$ cat src/rtl/cdc_handshake_tx.sv
// Source side of a toggle req/ack clock-domain crossing with a one-word skid buffer.
// A word is launched by loading xfer_data and toggling xfer_req; it completes when the synchronized ack matches req.
module cdc_handshake_tx #(
    parameter int ARRAY_W = 9,
    parameter int DATA_W  = 12,
    parameter int SYNC_D  = 3
) (
    input  logic                           clk_sync_i,
    input  logic                           rst_i,
    input  logic [ARRAY_W-1:0][DATA_W-1:0] data_i,
    input  logic                           valid_i,
    output logic                           ready_o,
    output logic [ARRAY_W-1:0][DATA_W-1:0] xfer_data_o,
    output logic                           xfer_req_o,
    input  logic                           xfer_ack_i,
    output logic                           busy_o,
    output logic                           done_o
);

    typedef enum logic {
        IDLE     = 1'b0,
        WAIT_ACK = 1'b1
    } state_t;

    state_t                         state_reg, state_next;
    logic [ARRAY_W-1:0][DATA_W-1:0] xfer_data_reg, xfer_data_next;
    logic [ARRAY_W-1:0][DATA_W-1:0] pend_data_reg, pend_data_next;
    logic                           pend_full_reg, pend_full_next;
    logic                           req_reg, req_next;
    logic                           done_reg, done_next;
    logic [SYNC_D-1:0]              sync_reg;

    logic ack_s;
    logic accept;
    logic complete;

    assign ack_s    = sync_reg[SYNC_D-1];
    assign ready_o  = !pend_full_reg;
    assign accept   = valid_i && ready_o;
    // ack_s is only meaningful while a word is outstanding; IDLE ignores it.
    assign complete = (state_reg == WAIT_ACK) && (ack_s == req_reg);

    assign xfer_data_o = xfer_data_reg;
    assign xfer_req_o  = req_reg;
    assign busy_o      = (state_reg == WAIT_ACK);
    assign done_o      = done_reg;

    always_ff @(posedge clk_sync_i or posedge rst_i) begin
        if (rst_i) begin
            state_reg     <= IDLE;
            xfer_data_reg <= '0;
            pend_data_reg <= '0;
            pend_full_reg <= 1'b0;
            req_reg       <= 1'b0;
            done_reg      <= 1'b0;
            sync_reg      <= '0;
        end else begin
            state_reg     <= state_next;
            xfer_data_reg <= xfer_data_next;
            pend_data_reg <= pend_data_next;
            pend_full_reg <= pend_full_next;
            req_reg       <= req_next;
            done_reg      <= done_next;
            sync_reg      <= {sync_reg[SYNC_D-2:0], xfer_ack_i};
        end
    end

    always_comb begin
        state_next     = state_reg;
        xfer_data_next = xfer_data_reg;
        pend_data_next = pend_data_reg;
        pend_full_next = pend_full_reg;
        req_next       = req_reg;
        done_next      = complete;

        case (state_reg)
            IDLE: begin
                if (accept) begin
                    xfer_data_next = data_i;
                    req_next       = !req_reg;
                    state_next     = WAIT_ACK;
                end
            end
            WAIT_ACK: begin
                if (complete) begin
                    // Pending word is older than data_i, so it launches first; ready_o is low then anyway.
                    if (pend_full_reg) begin
                        xfer_data_next = pend_data_reg;
                        req_next       = !req_reg;
                        pend_full_next = 1'b0;
                    end else if (accept) begin
                        xfer_data_next = data_i;
                        req_next       = !req_reg;
                    end else begin
                        state_next = IDLE;
                    end
                end else if (accept) begin
                    pend_data_next = data_i;
                    pend_full_next = 1'b1;
                end
            end
            default: state_next = IDLE;
        endcase
    end

endmodule

$ cat config.mk
export PLATFORM = sky130hd
export DESIGN_NAME = cdc_handshake_tx
export DESIGN_NICKNAME = d
export VERILOG_FILES = /design/src/rtl/cdc_handshake_tx.sv
export SDC_FILE = /design/constraint.sdc
export NUM_CORES = 1
export LEC_CHECK = 0
export CAP_MARGIN = 10
export CORE_ASPECT_RATIO = 1.5
export CORE_UTILIZATION = 35
export DETAILED_ROUTE_END_ITERATION = 10
export REMOVE_ABC_BUFFERS = 1
export SLEW_MARGIN = 20
export SYNTH_ARGS = -nofsm -noshare
export SYNTH_HDL_FRONTEND = slang
export SYNTH_SLANG_ARGS = --single-unit
$ cat constraint.sdc
create_clock -name clk_sync_i -period 10.74 [get_ports clk_sync_i]
set_input_delay 2.685 -clock clk_sync_i [delete_from_list [all_inputs] [get_ports clk_sync_i]]
set_output_delay 2.685 -clock clk_sync_i [all_outputs]
set_load 0.1 [all_outputs]
Word-level counts from Yosys, hierarchy flattened
Index checks and enable logic that the tools add are counted.

Register bits: 223. Output and inout bits: 112. Word-level logic and storage cells: 48.

Equal/unequal tests: 2. Mux-type cells: 14. Bitwise gates (word level): 2. Reductions and logical operators: 7.

Operators with widths (number): $mux 108 (3); $pmux 108 s2 (1); $mux 1 (8); $pmux 1 s2 (2); $reduce_and 3->1 (1); $logic_and 1x1->1 (2); $logic_not 1->1 (2); $ne 2x1->1 const B (1); $not 1->1 (2); $reduce_and 2->1 (1); $reduce_bool 2->1 (1); $eq 1x1->1 (1).

Logic depth before layout (Yosys ltp)
Gate-level depths: netlist of run 1.

Word-level depth: 6. Gate-level depth with buffers: 7.

Worst setup path before layout of run 1
No wires, ideal clock.

Path kind: input port to flip-flop. Start: input valid_i. End: register xfer_data_reg, in the netlist xfer_data_o[100]. Arrival time: 3.659 ns. Path slack: 7.001 ns. Stages: 6. Path through: nand2b_1 > clkbuf_1 > buf_2 > buf_2 > o22ai_1 > a2bb2oi_1.

Word-level cells in the longest chain between the ends: 5.

RTL lines: start, declared (line 11) `input logic valid_i,`; $logic_and 1x1->1 (*) (line 39) `assign accept = valid_i && ready_o;`; $mux 108 (*); $mux 108 (2 in a row); $pmux 108 s2 (*); end signal, assigned (line 59) `xfer_data_reg <= xfer_data_next;`; end, declared (line 26) `logic [ARRAY_W-1:0][DATA_W-1:0] xfer_data_reg, xfer_data_next;`.

Every way passes the cells marked *; elsewhere a longest branch is shown, timed or not. The select of a mux whose other input is x is not followed. A chain may end at the register's enable or synchronous reset.

Worst setup path after layout of run 1
Start: register state_reg, in the netlist busy_o. End: output busy_o.

RTL lines: start, declared (line 25) `state_t state_reg, state_next;`; start signal, assigned (line 58) `state_reg <= state_next;`; end, declared (line 16) `output logic busy_o,`.

No word-level cell between the ends.

==> results.cfg, run 1 <==
[sta]
worst_pin_slew_ns = 1.051
setup_tns_ns = 0
max_freq_mhz = 202.0
slew_headroom = 0.2970
post-route-min-period_ns = 4.951
final-setup-viol-count = 0
fin_crit_sh = 0.4610
skew_ns = 0.004923
grt_setup_unrepaired = no
whs_ns = 0.3608
hold_viol_final = 0
final_max_slew_viol_count = 0

[critical_path]
critical_path_class = flip-flop to primary output
slowest_delay_ns = 1.21
worst_setup_path_end_kind = primary output
start_kind = flip-flop
worstPathCellList = clkdlybuf4s50_1
cp.buffers_inverters = 1
worst_ep_arrival_time_ns = 2.27
required_ns = 8.06
crit_family = buffers and inverters
startpoint = busy_o
path_max_fanout = 7
r2r_start = xfer_req_o
cp_slowest_cell = clkdlybuf4s50_1

[cts]
cts_tree = done
ctsHtreeMaxLevel = 1
clockBufferDepth = 3
postCtsHoldBufs = 0
worstSkewPairLatency_ns = 0.49
cts_resized = 0
clkTransAtPathRegs_ns = 0.06
root_buffer = clkbuf_16
cts.sinks = 223
cts_buffers = 22
postCtsSetupRepairBufs = 0

[floorplan]
io_pins = 224
die_w_um = 131.2
start_util = 0.3576
die_area_um2 = 25710
rows = 70
die_h_um = 195.9
core_region_area_um2 = 24520

[yosys]
synthXorXnorAreaFrac = 0.0009987
synth_top_area_share = 0.6363
synth-compound-area-share = 0.1899
syn_area_um2 = 8770
synthAdderAreaFrac = 0
muxShareOfSynthArea = 0.1387
postSynthCellCount = 623
async_flop_share = 1.000
synth-edff-count = 0
ys_top_cells_by_area = dfrtp_1, mux2_2, a2bb2oi_1
synthFlopType = dfrtp_1
ys_seq_area_frac = 0.6363
synth.top_cells.by_count = dfrtp_1, o22ai_1, a2bb2oi_1
postSynthRegisterBits = 223
ys_warn_count = 0
synthDistinctLibCells = 23
avgSynthCellArea_um2 = 14.08
yosysTopAreaCell = dfrtp_1
yosys.area_share.simple = 0.004138
synth_top_family_by_area = compound AO/OA/AOI/OAI gates
yosysMostFrequentCell = dfrtp_1

[global_route]
antenna_found_initial = 0
grt_pass1_vias = 6677
grt_overflow = 0
grt.total_usage = 0.1818
grt_pass1_wl_um = 37140
grt_max_degree = 109

[run]
cap_violations = 0

[layout]
fin_nets = 932
n_antenna_cell = 0
drive_gt1_frac = 0.1746
area_delta_synth_final_pct = 36.54

[detailed_routing]
postRouteAntennaNets = 0
routedWlPerCell_um = 20.35
drc = 0
vias = 6225
vias_per_cell = 5.366
wirelength_um = 23610
first_pass_iters = 4
drtIter0Drc = 296

[worst_hold_path]
min_from = sync_reg[0]
hp-class = flip-flop to flip-flop

[place]
place.gp.congestion = 0.7723
dpl.hpwl_um = 15240
port_buffers = 223

[run_status]
outcome = complete, no violations
==> logic make-up after synthesis <==
logic type / count (synthesis)
muxes: 108
and+or+nand+nor: 7
AOI/OAI and AO/OA: 222
buffers and inverters: 62
xor gates and xnor gates: 1
DFF: 223
==> area by class of cell <==
| cell class | count | area [µm²] |
|---|---|---|
| Clock buffer | 35 | 670.6 |
| Timing Repair Buffer | 232 | 2300 |
| Sequential cell | 223 | 5580 |
| Tap cell | 324 | 405.4 |
| Multi-Input combinational cell | 338 | 2949 |
| Fill cell | 2136 | 12550 |
| Inverter | 3 | 18.77 |
| Clock inverter | 5 | 50.05 |
==> layout by cell type (no fill, tap or decap), types with 2 or more instances in the layout <==
cell type,n
dfrtp_1,223
clkdlybuf4s50_1,223
o22ai_1,108
a2bb2oi_1,107
mux2_2,99
clkbuf_16,23
mux2_1,9
buf_4,9
clkbuf_1,7
clkbuf_8,5
clkinv_2,4
inv_1,2
nand2_4,2
o21ai_0,2
==> layer usage <==
layer | track usage | wire length (µm)
met5 | 0 | 0
met4 | 0.07756 | 865
met3 | 0.01886 | 826
met2 | 0.3371 | 12870
met1 | 0.2116 | 9047
==> stage by stage <==
stage / utilization / area, µm² / setup WS (ns) / std cells
2_1_floorplan: - / 8518 / 1.949 / 564
3_3_place_gp: 0.4589 / 11250 / 5.484 / 1120
3_5_place_dp: 0.4589 / 11250 / 5.409 / 1120
4_1_cts: 0.4883 / 11970 / 5.757 / 1160
5_1_grt: 0.4883 / 11970 / 5.680 / 1160
6_report: 0.4883 / 11970 / 5.789 / 1160
==> worst paths after layout <==
check	depth (start not counted)	endpoint	slack, ns
setup / recovery	1	busy_o	5.79
hold / removal	0	sync_reg[1]	0.36
setup reg to reg	5	pend_data_reg[74]	7.94
hold reg to reg	0	sync_reg[1]	0.36
max in group asynchronous	4	xfer_data_o[35]	6.08
min in group asynchronous	2	xfer_data_o[36]	2.71
Power of run 1 is left out: the tool's default activity adds up to more than one toggle a clock period on the data nets, which glitch-free logic cannot reach.
==> inputs of run 2 (changes only) <==
clock period = 4.7 ns   (was 10.74 ns; I/O delays follow)
==> results.cfg, run 2 (synthesis gave the netlist of run 1 again) <==
[run]
cap_violations = 0

[sta]
final_max_slew_viol_count = 0
setup_tns_ns = 0
final-setup-viol-count = 0
post-route-min-period_ns = 3.435
worst_pin_slew_ns = 1.078
max_freq_mhz = 291.1
slew_headroom = 0.2793
grt_setup_unrepaired = no
fin_crit_sh = 0.7308
hold_viol_final = 0
skew_ns = 0.009725

[worst_hold_path]
holdPathEnd = sync_reg[2]
min_from = sync_reg[1]
hp-class = flip-flop to flip-flop
min_path_cells = 0

[critical_path]
rr_worst_depth = 4
reg2reg_to = xfer_data_o[96]
start_kind = flip-flop
r2r_start = xfer_req_o
critical_path_class = flip-flop to primary output
slowest_delay_ns = 1.21
worstPathCellList = clkdlybuf4s50_1
required_ns = 3.52
worst_setup_path_end_kind = primary output
cp_slowest_cell = clkdlybuf4s50_1
worst_ep_arrival_time_ns = 2.26
path_max_fanout = 7
cp.buffers_inverters = 1
rrSetupSlack_ns = 2.31
crit_family = buffers and inverters

[layout]
area_delta_synth_final_pct = 36.48
mostFrequentLayoutCells = dfrtp_1, clkdlybuf4s50_1, o22ai_1, a2bb2oi_1, mux2_2
drive_gt1_frac = 0.1749
fin_nets = 936
n_antenna_cell = 0
nFillCells = 2165

[place]
dpl.hpwl_um = 15430
port_buffers = 223
place.gp.congestion = 0.7403

[detailed_routing]
wirelength_um = 23810
vias_per_cell = 5.371
first_pass_iters = 4
vias = 6225
routedWlPerCell_um = 20.54
drtIter0Drc = 267
postRouteAntennaNets = 0
drc = 0

[floorplan]
die_w_um = 131.2
io_pins = 224
start_util = 0.3576
die_area_um2 = 25710
rows = 70
core_region_area_um2 = 24520
die_h_um = 195.9

[global_route]
antenna_found_initial = 0
grt_pass1_vias = 6729
grt_max_degree = 111
grt_pass1_wl_um = 38070
grt_overflow = 0
grt.total_usage = 0.1845

[cts]
clkTransAtPathRegs_ns = 0.06
cts.sinks = 223
worstSkewPairLatency_ns = 0.49
ctsHtreeMaxLevel = 1
clockBufferDepth = 3
postCtsSetupRepairBufs = 0
cts_resized = 0
cts_buffers = 23
root_buffer = clkbuf_16
cts_tree = done
postCtsHoldBufs = 0

[run_status]
outcome = complete, no violations
run 2: changes by cell type in the layout (fill, tap and decap cells not counted):
cell / previous run / this run
inv_6: 0 / 1
buf_4: 9 / 11
buf_12: 0 / 1
clkinv_2: 4 / 1
bufinv_16: 1 / 0
clkbuf_1: 7 / 6
run 2: stage by stage:
step,utilization,worst slack [ns],hold slack [ns],cell area [µm²],instances
3_5_place_dp,0.4603,1.252,0.3410,11290,1123
5_1_grt,0.4881,1.184,0.3652,11970,1159
2_1_floorplan,-,-2.581,0.3312,8518,564
3_3_place_gp,0.4603,1.312,0.3335,11290,1123
6_report,0.4881,1.265,0.3537,11970,1159
4_1_cts,0.4881,1.227,0.3541,11970,1159
run 2: worst max path at each step:
stage	from	endpoint	slack (ns)	cells after the start
after floorplan	rst_i	busy_o	-2.58	1
after global placement	valid_i	xfer_data_o[96]	1.31	5
after detailed placement	valid_i	xfer_data_o[19]	1.25	5
after CTS	busy_o	busy_o	1.23	1
after global routing	busy_o	busy_o	1.18	1
final	busy_o	busy_o	1.27	1
run 2: per-layer routing:
layer	track usage	share of wire	routed length (µm)
met5	0	0	0
met4	0.05882	0.024	563
met3	0.02429	0.038	911
met2	0.3424	0.55	13130
met1	0.2189	0.39	9199
run 2: layout make-up:
| type | count | area, µm² | share of cell area |
|---|---|---|---|
| Multi-Input combinational cell | 338 | 2949 | 0.2464 |
| Tap cell | 324 | 405.4 | 0.03387 |
| Clock inverter | 2 | 13.76 | 0.001150 |
| Timing Repair Buffer | 235 | 2335 | 0.1951 |
| Clock buffer | 34 | 666.9 | 0.05572 |
| Inverter | 3 | 18.77 | 0.001568 |
| Sequential cell | 223 | 5580 | 0.4662 |
Power of run 2 is left out for the same reason.
